## config.mk

```make
export PLATFORM = sky130hd
export DESIGN_NAME = c8_step_counter
export DESIGN_NICKNAME = d
export VERILOG_FILES = /design/src/rtl/c8_step_counter.sv
export SDC_FILE = /design/constraint.sdc
export NUM_CORES = 1
export LEC_CHECK = 0
export ABC_CLOCK_PERIOD_IN_PS = 1800
export BUFFER_PORTS_ARGS = -buffer_cell sky130_fd_sc_hd__buf_2
export CELL_PAD_IN_SITES_DETAIL_PLACEMENT = 1
export CELL_PAD_IN_SITES_GLOBAL_PLACEMENT = 1
export CORE_MARGIN = 2
export CORE_UTILIZATION = 40
export DETAILED_ROUTE_END_ITERATION = 6
export HOLD_SLACK_MARGIN = 0.02
export PLACE_DENSITY = 0.88
export SYNTH_ARGS = -nofsm -noshare
export SYNTH_HDL_FRONTEND = slang
export SYNTH_SLANG_ARGS = --single-unit
```

## constraint.sdc

```tcl
create_clock -name clk -period 1.8 [get_ports clk]
set_input_delay 0.18 -clock clk [delete_from_list [all_inputs] [get_ports clk]]
set_output_delay 0.18 -clock clk [all_outputs]
set_load 0.02 [all_outputs]
```

## src/rtl/c8_step_counter.sv

```systemverilog
// rtl/c8_step_counter.sv - 8-bit step counter operand stage with command/result handshake
//
// Purpose: owns the counter value consumed by the downstream load/increment
// datapath. Accepts LOAD / CLEAR / STEP / RUN commands over a valid/ready
// handshake and presents each finished command as a held count + wrap flag.
//
// Ports:
//   clk        rising-edge clock
//   rst_n      asynchronous active-low reset
//   cmd_valid  command present
//   cmd_ready  block idle and able to accept a command
//   cmd_op     00 LOAD, 01 CLEAR, 10 STEP, 11 RUN
//   cmd_data   LOAD value or RUN repeat count
//   out_valid  result available (held until out_ready)
//   out_ready  downstream accepts result
//   out_count  counter register, visible in every state
//   out_wrap   an increment of the last command wrapped all-ones -> 0
//   busy       block not idle
module c8_step_counter #(
  parameter int WIDTH = 8
) (
  input  logic             clk,
  input  logic             rst_n,
  input  logic             cmd_valid,
  output logic             cmd_ready,
  input  logic [1:0]       cmd_op,
  input  logic [WIDTH-1:0] cmd_data,
  output logic             out_valid,
  input  logic             out_ready,
  output logic [WIDTH-1:0] out_count,
  output logic             out_wrap,
  output logic             busy
);

  typedef enum logic [1:0] {
    S_IDLE = 2'd0,
    S_RUN  = 2'd1,
    S_EMIT = 2'd2
  } state_t;

  localparam logic [1:0] OP_LOAD  = 2'b00;
  localparam logic [1:0] OP_CLEAR = 2'b01;
  localparam logic [1:0] OP_STEP  = 2'b10;
  localparam logic [1:0] OP_RUN   = 2'b11;

  state_t           state;
  logic [WIDTH-1:0] count;
  logic [WIDTH-1:0] remaining;
  logic             wrap;

  // Handshake flags come from state alone so neither side sees a
  // combinational path through the block.
  assign cmd_ready = (state == S_IDLE);
  assign out_valid = (state == S_EMIT);
  assign busy      = (state != S_IDLE);
  assign out_count = count;
  assign out_wrap  = wrap;

  always_ff @(posedge clk or negedge rst_n) begin
    if (!rst_n) begin
      state     <= S_IDLE;
      count     <= '0;
      remaining <= '0;
      wrap      <= 1'b0;
    end else begin
      case (state)
        S_IDLE: begin
          if (cmd_valid) begin
            wrap <= 1'b0;
            case (cmd_op)
              OP_LOAD: begin
                count <= cmd_data;
                state <= S_EMIT;
              end
              OP_CLEAR: begin
                count <= '0;
                state <= S_EMIT;
              end
              OP_STEP: begin
                count <= count + 1'b1;
                wrap  <= (count == '1);
                state <= S_EMIT;
              end
              OP_RUN: begin
                remaining <= cmd_data;
                // A zero-length run reports the unchanged count at once.
                state     <= (cmd_data == '0) ? S_EMIT : S_RUN;
              end
              default: state <= S_IDLE;
            endcase
          end
        end

        S_RUN: begin
          count     <= count + 1'b1;
          remaining <= remaining - 1'b1;
          // Sticky: any wrap during the run, including on its last edge.
          if (count == '1) begin
            wrap <= 1'b1;
          end
          if (remaining == WIDTH'(1)) begin
            state <= S_EMIT;
          end
        end

        S_EMIT: begin
          if (out_ready) begin
            state <= S_IDLE;
          end
        end

        default: state <= S_IDLE;
      endcase
    end
  end

endmodule
```

# Yosys cells after proc, flatten, opt, wreduce, memory -nomap -nowiden

Cells that the tools add are included.

Add/subtract/negate cells: 2
Reductions and logical operators: 10
Equal/unequal tests: 13
Mux-type cells: 16

Operators by type and width:

| cell                | count |
|---|---|
| $pmux 8 s2          | 2 |
| $mux 8              | 3 |
| $pmux 8 s3          | 1 |
| $reduce_and 3->1    | 4 |
| $add 8x1->8 const B | 1 |
| $eq 8x1->1 const B  | 1 |
| $eq 8x8->1 const B  | 1 |
| $logic_not 8->1     | 1 |
| $mux 2              | 4 |
| $sub 8x1->8 const B | 1 |
| $eq 2x2->1 const B  | 3 |
| $ne 2x2->1 const B  | 3 |
| $pmux 2 s3          | 1 |
| $eq 2x1->1 const B  | 2 |
| $logic_not 2->1     | 2 |
| $ne 2x1->1 const B  | 2 |
| $ne 4x1->1 const B  | 1 |
| $pmux 2 s2          | 1 |
| $reduce_bool 2->1   | 2 |
| $mux 1              | 3 |
| $reduce_or 3->1     | 1 |
| $pmux 1 s2          | 1 |

Input bits: 14
Bits in registers: 19
Word-level logic and storage cells: 45

# Longest topological paths before layout

Gate-level depths: netlist of the first run.

Depth after elaboration: 5
Mapped depth: 7
Mapped depth without buffers: 6

# Least setup slack after synthesis of the first run

No wires, ideal clock.

Path type: register to register
From: reg count[0], in the netlist out_count[0]
To: reg count[6], in the netlist out_count[6]
Library setup time: 121 ps
Period minus slack after synthesis: 1,429 ps
Setup slack: 371 ps
Cell stages (with the launch flop): 6
Arrival time: 1,308 ps
Cell sequence: dfrtp_1 ha_1 nand3_1 nor2_1 a22o_1 a22o_1

Cells in the longest elaborated chain, start to end: 4

Ends and longest elaborated chain:

| item                   | RTL line | RTL |
|---|---|---|
| start, declared        | 47       | `logic [WIDTH-1:0] count;` |
| start signal, assigned | 72       | `count <= cmd_data;` |
| start signal, assigned | 80       | `count <= count + 1'b1;` |
| start signal, assigned | 95       | `count <= count + 1'b1;` |
| $add 8x1->8 *          | 80, 95   |  |
| $pmux 8 s3             | 70       | `case (cmd_op)` |
| $mux 8                 | 68       | `if (cmd_valid) begin` |
| $pmux 8 s2 *           | 66       | `case (state)` |

Every way passes the cells marked *; elsewhere a longest branch is shown, timed or not. The select of a mux whose other input is x is not followed.
A chain may end at the register's enable or synchronous reset.

# Final worst setup path of the first run

From: reg state[0]
To: reg count[3], in the netlist out_count[3]

Cells in the longest elaborated chain, start to end: 3
Elaborated cells between the ends (all ways): 7

Ends and longest elaborated chain:

| item                                                 | RTL line | RTL |
|---|---|---|
| start, declared                                      | 46       | `state_t state;` |
| start signal, assigned                               | 87       | `state <= (cmd_data == '0) ? S_EMIT : S_RUN;` |
| $logic_not 2->1 / $eq 2x1->1 (equally long branches) | 66       |  |
| $ne 4x1->1 (no source line) (tied with other cells)  | -        |  |
| $reduce_and 3->1 (no source line)                    | -        |  |

Parallel ways exist; a longest one is shown, timed or not.

==> key figures, run 1 <==
Layout
  • Share of cells above drive strength 1: 22.35%
  • Area of the multi-input gates: 745.7 µm²
  • Layout Utilization: 49.19%
  • Net count, final: 201
  • Most frequent cells in the layout: buf_2 (25), dfrtp_1 (19), a21oi_1 (16)
  • Area grow syn2layout: 16.91%
  • Register area: 475.5 µm²
  • Commonest non-fill, non-tap cell in the layout: buf_2
  • Filler Cells Inserted: 389
  • Finished Cell Area: 1514 µm²
  • Post-Layout Cell Count: 223
  • # diodes: 0

Floorplan
  • Num rows: 20
  • Die span in y: 60.90 µm
  • Die Width: 60.90 µm
  • Initial core utilization: 42.07%
  • Boundary Pins: 26
  • Core Box Area: 3078 µm²
  • DIE AREA: 3709 µm²

Critical path
  • Crit. End Element: flip-flop
  • Arr. time, crit path: 1.84 ns
  • CP max stage delay: 0.58 ns
  • Crit. path cell count: 5
  • Worst Setup Start Kind: flip-flop
  • Worst path required time: 2.01 ns
  • Crit path kind: reg -> reg
  • Count of buffer and inverter cells on the critical path: 1
  • Critical Path Slowest Stage Cell: dfrtp_1
  • Critical path peak fanout: 10
  • R2R cell count: 5
  • CP top delay family: flip-flops
  • CP Cell Sequence: nor2b_1, buf_4, nor2_4, a22o_1, a22o_1
  • Most used cell, CP: a22o_1

Min path
  • Min-delay worst type: in -> reg
  • Hold Path Stages: 3

Status
  • Outcome: finished, final reports clean

Global route
  • First-pass GRT wire length: 6389 µm
  • Pin count of the biggest net entering global routing: 20
  • Total Routing Usage GR: 23.17%
  • Total global routing overflow: 0
  • Initial antenna violation count: 0
  • Vias in the first global route: 1387

CTS
  • CTS H-Tree Depth: 1
  • Clk Latency, worst-skew pair: 0.31 ns
  • Number of buffers created by CTS: 3
  • Clock Path Buffers: 2
  • CTS tree: built
  • Reg clk slew, reported paths: 0.12 ns
  • CTS Sinks: 19
  • Root buf cell: clkbuf_4

Synth
  • Synth Flop Type: dfrtp_1
  • Syn Inst Count: 150
  • FF+latch count, synth: 19
  • Synth unique cells: 37
  • Sequential fraction of the synthesis area: 36.71%
  • Synth warn: 0
  • Syn_nets: 171
  • Synth async-reset ratio: 100.0%
  • Number of enable flip-flop cells after synthesis: 0
  • Syn Std Cell Area: 1295 µm²
  • Mean post-synth cell area: 8.633 µm²

Placed design
  • Buffers added on ports: 25
  • GPL Wtd Cong: 0.8332
  • DP HPWL: 2883 µm
  • Post-Place Cells: 218
  • Instance area after placement: 1466 µm²

Pwr
  • Power Density: 1495 nW/µm²
  • Leak pwr: 0.6962 nW
  • VDD IR-drop max: 0.0007827 V
  • Final Power: 2.264 mW

STA
  • F_max: 614.7 MHz
  • Final hold viol count: 0
  • RSZ-0062 raised after global routing: false
  • Worst-margin pin slew: 0.5778 ns
  • Min cycle time layout: 1.627 ns
  • Final Max Tran Viols: 0
  • Final setup vio count: 0
  • Final period util: 90.38%
  • Fin Clk Skew: 0.006595 ns
  • Slew HR: 61.12%
  • Final hold slack: 0.1598 ns

Route
  • WL/cell: 16.67 µm
  • Final ANT Viol Nets: 0
  • DR DRC count: 0
  • Vias after detailed routing: 1264
  • Starting DRC count in detailed routing: 45
  • Total Wirelength: 3718 µm
  • Vias per cell: 5.668
  • Drt pass-1 iters: 4

Job
  • Total of max-cap violations: 0
[per-layer routing]
metal / part of all wire (%) / GRT usage, % / routed length [µm]
met3: 2.9 / 2.345 / 106
met2: 51 / 40.09 / 1891
met1: 45 / 30.21 / 1662
met4: 1.6 / 7.764 / 58
met5: 0 / 0 / 0
[sequential cells by signal (all words and copies together), names as in the netlist]
name and cells:
out_count 8, remaining 8, state 2, out_wrap 1
[through the flow]
stage / setup WS [ns] / TNS [ns]
6_report: 0.1732 / 0
3_5_place_dp: -0.1230 / -0.4326
2_1_floorplan: 0.3711 / 0
5_1_grt: 0.09776 / 0
3_3_place_gp: 0.02437 / 0
4_1_cts: 0.09860 / 0
[path summary, 6_finish.rpt]
path / slack (ns) / end / from
worst max-delay path: 0.17 / out_count[3]$_DFFE_PN0P_ / state[0]$_DFFE_PN0P_
worst min-delay path: 0.16 / remaining[0]$_DFFE_PN0P_ / cmd_data[0]
worst max register to register: 0.17 / out_count[3]$_DFFE_PN0P_ / state[0]$_DFFE_PN0P_
worst min register to register: 0.52 / out_wrap$_DFFE_PN0P_ / out_wrap$_DFFE_PN0P_
max in group asynchronous: 1.14 / out_count[7]$_DFFE_PN0P_ / rst_n
min in group asynchronous: 0.34 / remaining[7]$_DFFE_PN0P_ / rst_n
[final cells by class]
type / count / share of cell area, %
well taps: 44 / 3.636
multi-input cells: 115 / 49.26
repair buffers: 31 / 11.41
flip-flops and latches: 19 / 31.41
inverters: 10 / 2.479
clock inverters: 1 / 0.3306
clock buffers: 3 / 1.488
[synthesized netlist by cell type, types with 3 or more instances]
| master | count | share of area [%] |
|---|---|---|
| a22oi_1 | 3 | 1.7 |
| nand2b_1 | 4 | 1.9 |
| inv_1 | 10 | 2.9 |
| nand3_1 | 4 | 1.5 |
| a22o_1 | 9 | 6.1 |
| dfrtp_1 | 19 | 37 |
| o21ai_0 | 5 | 1.9 |
| nor3_1 | 3 | 1.2 |
| a211oi_1 | 3 | 1.7 |
| ha_1 | 7 | 6.8 |
| a21oi_1 | 16 | 6.2 |
| nor4_1 | 3 | 1.4 |
| nor2_1 | 15 | 4.3 |
| and3_1 | 3 | 1.4 |
| o21ai_1 | 11 | 4.3 |
| nand2_1 | 9 | 2.6 |
[cell families (layout without fill, tap and decap cells)]
| logic type | after synthesis | count (layout) | share of synthesized area (%) |
|---|---|---|---|
| DFF | 19 | 19 | 36.72 |
| AOI/OAI and AO/OA | 59 | 59 | 29.76 |
| and+or+nand+nor | 49 | 49 | 20.29 |
| buffers and inverters | 16 | 45 | 6.473 |
| adders and majority gates | 7 | 7 | 6.763 |
[worst min-delay path: cells and delay by family]
kind                   cells  cell delay, ns
buffers and inverters      1            0.13
AO/OA/AOI/OAI              1            0.07
AND/OR/NAND/NOR            1            0.06
[report_power, final]
part	internal [mW]	total [mW]	leakage (nW)	switching, mW
registers	0.613	0.872	0.233	0.259
clock network	0.0830	0.229	0.0177	0.146
logic	0.467	1.16	0.445	0.696
total	1.16	2.26	0.696	1.10
[repair_timing]
| action | in CTS | in global routing |
|---|---|---|
| hold buffers | 1 | 0 |
| resized for setup | 1 | 2 |
| setup endpoints to repair | 6 | 4 |
| setup buffers | 0 | 0 |
| hold endpoints to repair | 19 | 0 |
Note: power is estimated with default switching activity, not from simulation.
==> run 2, diff against run 1 <==
- CTS_BUF_LIST: not set -> sky130_fd_sc_hd__clkbuf_16
==> run 2 against run 1 <==
Die area unchanged. Global-route usage up 0.93 points. Critical path type unchanged. Largest power group unchanged. Setup slack better by 0.0064 ns. Sequential share of layout area is 1.1 points lower. Critical endpoint unchanged. Via count up 0.32%.
==> key figures, run 2 (synthesis gave the netlist of run 1 again) <==
Floorplan
  • Core Box Area: 3078 µm²
  • Initial core utilization: 42.07%
  • Die Width: 60.90 µm
  • Boundary Pins: 26
  • DIE AREA: 3709 µm²
  • Num rows: 20
  • Die span in y: 60.90 µm

STA
  • Worst-margin pin slew: 0.5787 ns
  • Final setup vio count: 0
  • Final period util: 90.02%
  • Fin Clk Skew: 0.001205 ns
  • TNS Setup: 0 ns
  • RSZ-0062 raised after global routing: false
  • Min cycle time layout: 1.620 ns
  • Final Max Tran Viols: 0
  • Final hold viol count: 0
  • F_max: 617.1 MHz
  • Slew HR: 61.06%

Critical path
  • R2R cell count: 5
  • Arr. time, crit path: 1.76 ns
  • Crit path kind: reg -> reg
  • Worst Setup Start Kind: flip-flop
  • R2R Setup Slk: 0.18 ns
  • CP Cell Sequence: nor2b_1, buf_4, nor2_4, a22o_1, a22o_1
  • CP max stage delay: 0.55 ns
  • Most used cell, CP: a22o_1
  • Critical Path Slowest Stage Cell: dfrtp_1
  • Reg-to-reg endpoint: out_count[3]$_DFFE_PN0P_
  • Critical path peak fanout: 10
  • Worst path required time: 1.94 ns
  • R2R Path Start: state[0]$_DFFE_PN0P_
  • Crit. End Element: flip-flop

Layout
  • Most frequent cells in the layout: buf_2 (25), dfrtp_1 (19), a21oi_1 (16)
  • Layout Utilization: 50.89%
  • Area grow syn2layout: 20.97%
  • # diodes: 0
  • Post-Layout Cell Count: 223
  • Share of cells above drive strength 1: 22.35%
  • Net count, final: 201
  • Commonest non-fill, non-tap cell in the layout: buf_2

Global route
  • Pin count of the biggest net entering global routing: 20
  • Total global routing overflow: 0
  • Vias in the first global route: 1419
  • First-pass GRT wire length: 6610 µm
  • Total Routing Usage GR: 24.10%
  • Initial antenna violation count: 0

Placed design
  • DP HPWL: 2883 µm
  • Buffers added on ports: 25
  • GPL Wtd Cong: 0.8332
  • Post-Place Cells: 218

Route
  • WL/cell: 17.42 µm
  • Vias after detailed routing: 1268
  • Drt pass-1 iters: 4
  • DR DRC count: 0
  • Starting DRC count in detailed routing: 24
  • Final ANT Viol Nets: 0
  • Vias per cell: 5.686
  • Total Wirelength: 3884 µm

CTS
  • Setup Buffers After CTS: 0
  • Number of buffers created by CTS: 3
  • Clk Latency, worst-skew pair: 0.25 ns
  • CTS Sinks: 19
  • Root buf cell: clkbuf_16
  • CTS H-Tree Depth: 1
  • Reg clk slew, reported paths: 0.06 ns
  • Clock Path Buffers: 2
  • CTS tree: built

Min path
  • Hold Path Stages: 3
  • Min-delay worst type: in -> reg
  • Worst Hold Path EP: remaining[2]$_DFFE_PN0P_
  • Hold_sp: cmd_data[2]

Pwr
  • Leak pwr: 0.7194 nW
  • Power Density: 1612 nW/µm²
  • VDD IR-drop max: 0.0006822 V

Status
  • Outcome: finished, final reports clean

Job
  • Total of max-cap violations: 0
## run 2: worst max path at each step
stage | startpoint | to | slack (ns) | cells after the start
after floorplan | out_count[0]$_DFFE_PN0P_ | out_count[6]$_DFFE_PN0P_ | 0.37 | 5
after global placement | cmd_op[0] | out_count[7]$_DFFE_PN0P_ | 0.02 | 7
after detailed placement | cmd_op[0] | out_count[7]$_DFFE_PN0P_ | -0.12 | 7
after CTS | state[0]$_DFFE_PN0P_ | out_count[4]$_DFFE_PN0P_ | 0.07 | 4
after global routing | state[0]$_DFFE_PN0P_ | out_count[3]$_DFFE_PN0P_ | 0.08 | 5
final | state[0]$_DFFE_PN0P_ | out_count[3]$_DFFE_PN0P_ | 0.18 | 5
## run 2: per-stage QoR
step | hold WS, ns | power, mW | worst slack, ns | cell area, µm²
final | 0.2510 | 2.525 | 0.1796 | 1567
after global routing | 0.2632 | 2.706 | 0.08498 | 1567
after CTS | 0.2538 | 2.510 | 0.07071 | 1559
after detailed placement | 0.1629 | 2.020 | -0.1230 | 1466
after global placement | 0.1550 | 1.930 | 0.02437 | 1466
after floorplan | -0.1156 | 1.642 | 0.3711 | 1295
## run 2: layer usage
layer | global-route usage [%] | part of all wire (%) | wire [µm]
met5 | 0 | 0 | 0
met4 | 8.075 | 1.8 | 71
met3 | 3.412 | 2.1 | 81
met2 | 41.01 | 50 | 1924
met1 | 31.40 | 47 | 1807
## run 2: worst max-delay path, delay by kind of cell (launching register included)
kind | cells | cell delay (ns)
AO/OA/AOI/OAI | 2 | 0.49
buffers and inverters | 1 | 0.20
flip-flops | 1 | 0.55
AND/OR/NAND/NOR | 2 | 0.26
## run 2: repair_timing
item                                    in CTS  in global routing
hold buffers                                 1                  0
hold endpoints to repair                    19                  0
endpoints found under the setup margin       6                  5
pin swaps                                    0                  0
resized for setup                            1                  2
gates cloned                                 0                  0
## run 2: area by class of cell
type	instances	area, µm²
well taps	44	55.05
repair buffers	31	172.7
inverters	10	37.54
multi-input cells	115	745.7
clock buffers	3	75.07
flip-flops and latches	19	475.5
clock inverters	1	5.005
fillers	381	1511
## run 2: power breakdown
| part | internal, mW | total [mW] | switching [mW] |
|---|---|---|---|
| sequential | 0.616 | 0.873 | 0.258 |
| combinational | 0.467 | 1.18 | 0.714 |
| clock | 0.298 | 0.470 | 0.172 |
==> run 3, diff against run 2 <==
- ABC_CLOCK_PERIOD_IN_PS: 1800 -> 2000
- CORE_UTILIZATION: 40 -> 43
- PLACE_DENSITY: 0.88 -> 0.93
- clock period: 1.8 -> 2 ns (I/O delays scaled with it)
==> run 3 against run 2 <==
The flow now finishes with violations (design-rule violations). Non-clock buffer count shrank 3. Design area down 3.0%. Largest cell class unchanged. Total power shrank 12%. First-iteration DRC count rose by 46%. Global-route usage up 0.57 points. Sequential share of layout area is 0.95 points higher. Utilization rose by 3.3 points. Flip-flop and latch count unchanged. Clock skew is 0.0029 ns higher. Critical path type unchanged.
==> key figures, run 3 (synthesis gave the netlist of run 1 again) <==
Status
  • Outcome: finished with violations
  • Failing checks: design-rule violations

Layout
  • Most frequent cells in the layout: buf_2 (25), dfrtp_1 (19), a21oi_1 (16)
  • Area grow syn2layout: 17.29%
  • # diodes: 0
  • Share of cells above drive strength 1: 19.89%
  • Finished Cell Area: 1519 µm²
  • Commonest non-fill, non-tap cell in the layout: buf_2
  • Net count, final: 198

Critical path
  • Crit path kind: reg -> reg
  • R2R Path Start: state[1]$_DFFE_PN0P_
  • R2R cell count: 4
  • Critical path peak fanout: 13
  • Worst Setup Start Kind: flip-flop
  • Worst path required time: 2.14 ns
  • Reg-to-reg endpoint: out_count[2]$_DFFE_PN0P_
  • Arr. time, crit path: 1.91 ns
  • Crit. End Element: flip-flop
  • R2R Setup Slk: 0.23 ns

Pwr
  • Share of total power in sequential cells: 35.4%
  • Pint: 1.215 mW
  • Leak pwr: 0.7049 nW
  • Power Density: 1461 nW/µm²
  • VDD IR-drop max: 0.0006843 V
  • Psw: 1.005 mW
  • Clock power share: 18.7%
  • Comb pwr share: 45.9%
  • Switching share of power: 45.27%

STA
  • RSZ-0062 raised after global routing: false
  • Worst-margin pin slew: 0.5966 ns
  • Fin Clk Skew: 0.004111 ns
  • Final Max Tran Viols: 0
  • Final hold slack: 0.2530 ns
  • Final setup vio count: 0
  • F_max: 565.3 MHz
  • Final hold viol count: 0
  • Min cycle time layout: 1.769 ns
  • Final period util: 88.46%
  • Slew HR: 60.23%

Placed design
  • Buffers added on ports: 25
  • DP HPWL: 2906 µm
  • Instance area after placement: 1428 µm²
  • GPL Wtd Cong: 0.9210

Global route
  • Total global routing overflow: 0
  • GRT met2 Usage: 41.90%
  • Vias in the first global route: 1305
  • Total Routing Usage GR: 24.67%
  • First-pass GRT wire length: 6299 µm
  • Met1 Track Usage GR: 31.48%
  • Initial antenna violation count: 0
  • Pin count of the biggest net entering global routing: 20
  • Busiest grt layer: met2
  • GRT met3 Usage: 2.637%

Floorplan
  • Num rows: 19
  • Die Width: 58.88 µm
  • Boundary Pins: 26
  • Die span in y: 58.88 µm
  • DIE AREA: 3467 µm²
  • Core Box Area: 2805 µm²
  • Initial core utilization: 46.16%

Route
  • Drt pass-1 iters: 6
  • DR DRC count: 1
  • Starting DRC count in detailed routing: 35
  • Vias after detailed routing: 1262
  • WL/cell: 18.32 µm
  • Vias per cell: 6.097
  • Final ANT Viol Nets: 0
  • Total Wirelength: 3793 µm

Min path
  • Worst Hold Path EP: remaining[0]$_DFFE_PN0P_
  • Min-delay worst type: in -> reg
  • Hold Path Stages: 3
  • Hold_sp: cmd_data[0]

CTS
  • CTS H-Tree Depth: 1
  • Clock Path Buffers: 2
  • Reg clk slew, reported paths: 0.06 ns
  • CTS Sinks: 19
  • CTS tree: built
  • Clk Latency, worst-skew pair: 0.25 ns
  • Root buf cell: clkbuf_16
  • Number of buffers created by CTS: 3

Job
  • Total of max-cap violations: 0
[run 3: changes by cell type in the layout (fill, tap and decap cells not counted), sizes merged]
cell | before | now
buf | 30 | 27
clkinv | 1 | 0
inv | 10 | 11
[run 3: what timing repair did]
action	CTS	global route
resized for setup	0	1
hold buffers	1	0
setup endpoints to repair	0	6
buffers inserted	0	0
hold endpoints to repair	19	0
[run 3: power by group through the flow]
stage	Combinational, mW	Sequential (mW)	Clock [mW]
after floorplan	0.669	0.808	0
after global placement	0.942	0.762	0
after detailed placement	1.01	0.784	0
after CTS	1.02	0.782	0.417
after global routing	1.13	0.812	0.432
final	1.02	0.786	0.415
[run 3: layout make-up]
type | count | area, µm²
fill | 352 | 1286
multi-input combinational | 115 | 738.2
inverter | 10 | 37.54
clock buffer | 3 | 75.07
tap | 31 | 38.79
clock inverter | 1 | 3.754
sequential | 19 | 475.5
timing repair buffer | 28 | 150.1
[run 3: worst max path at each step]
stage / startpoint / end / slack (ns) / cells past startpoint
2_1_floorplan: out_count[0]$_DFFE_PN0P_ / out_count[6]$_DFFE_PN0P_ / 0.57 / 5
3_3_place_gp: cmd_op[0] / out_count[6]$_DFFE_PN0P_ / 0.16 / 7
3_5_place_dp: cmd_op[0] / out_count[6]$_DFFE_PN0P_ / -0.03 / 7
4_1_cts: state[0]$_DFFE_PN0P_ / out_count[6]$_DFFE_PN0P_ / 0.03 / 4
5_1_grt: state[1]$_DFFE_PN0P_ / out_count[5]$_DFFE_PN0P_ / 0.12 / 4
6_report: state[1]$_DFFE_PN0P_ / out_count[2]$_DFFE_PN0P_ / 0.23 / 4
[run 3: worst max-delay path, stage by stage (launching register included)]
cell      delay (ns)
dfrtp_1         0.50
nand2b_1        0.54
nand2_4         0.11
a32o_1          0.28
a22o_1          0.22
[run 3: metrics by stage]
stage	instances	util, %	setup WS [ns]	power (mW)	TNS [ns]
6_report	207	54.15	0.2309	2.220	0
4_1_cts	207	54.06	0.02971	2.224	0
3_3_place_gp	202	50.89	0.1633	1.704	0
3_5_place_dp	202	50.89	-0.03473	1.791	-0.04659
5_1_grt	207	54.15	0.1193	2.378	0
2_1_floorplan	150	-	0.5711	1.478	0
[run 3: metal layers]
layer / share of wire [%] / vias up
li1: - / 602
met1: 43 / 619
met2: 50 / 32
met3: 4.0 / 9
met4: 2.2 / 0
met5: 0 / -
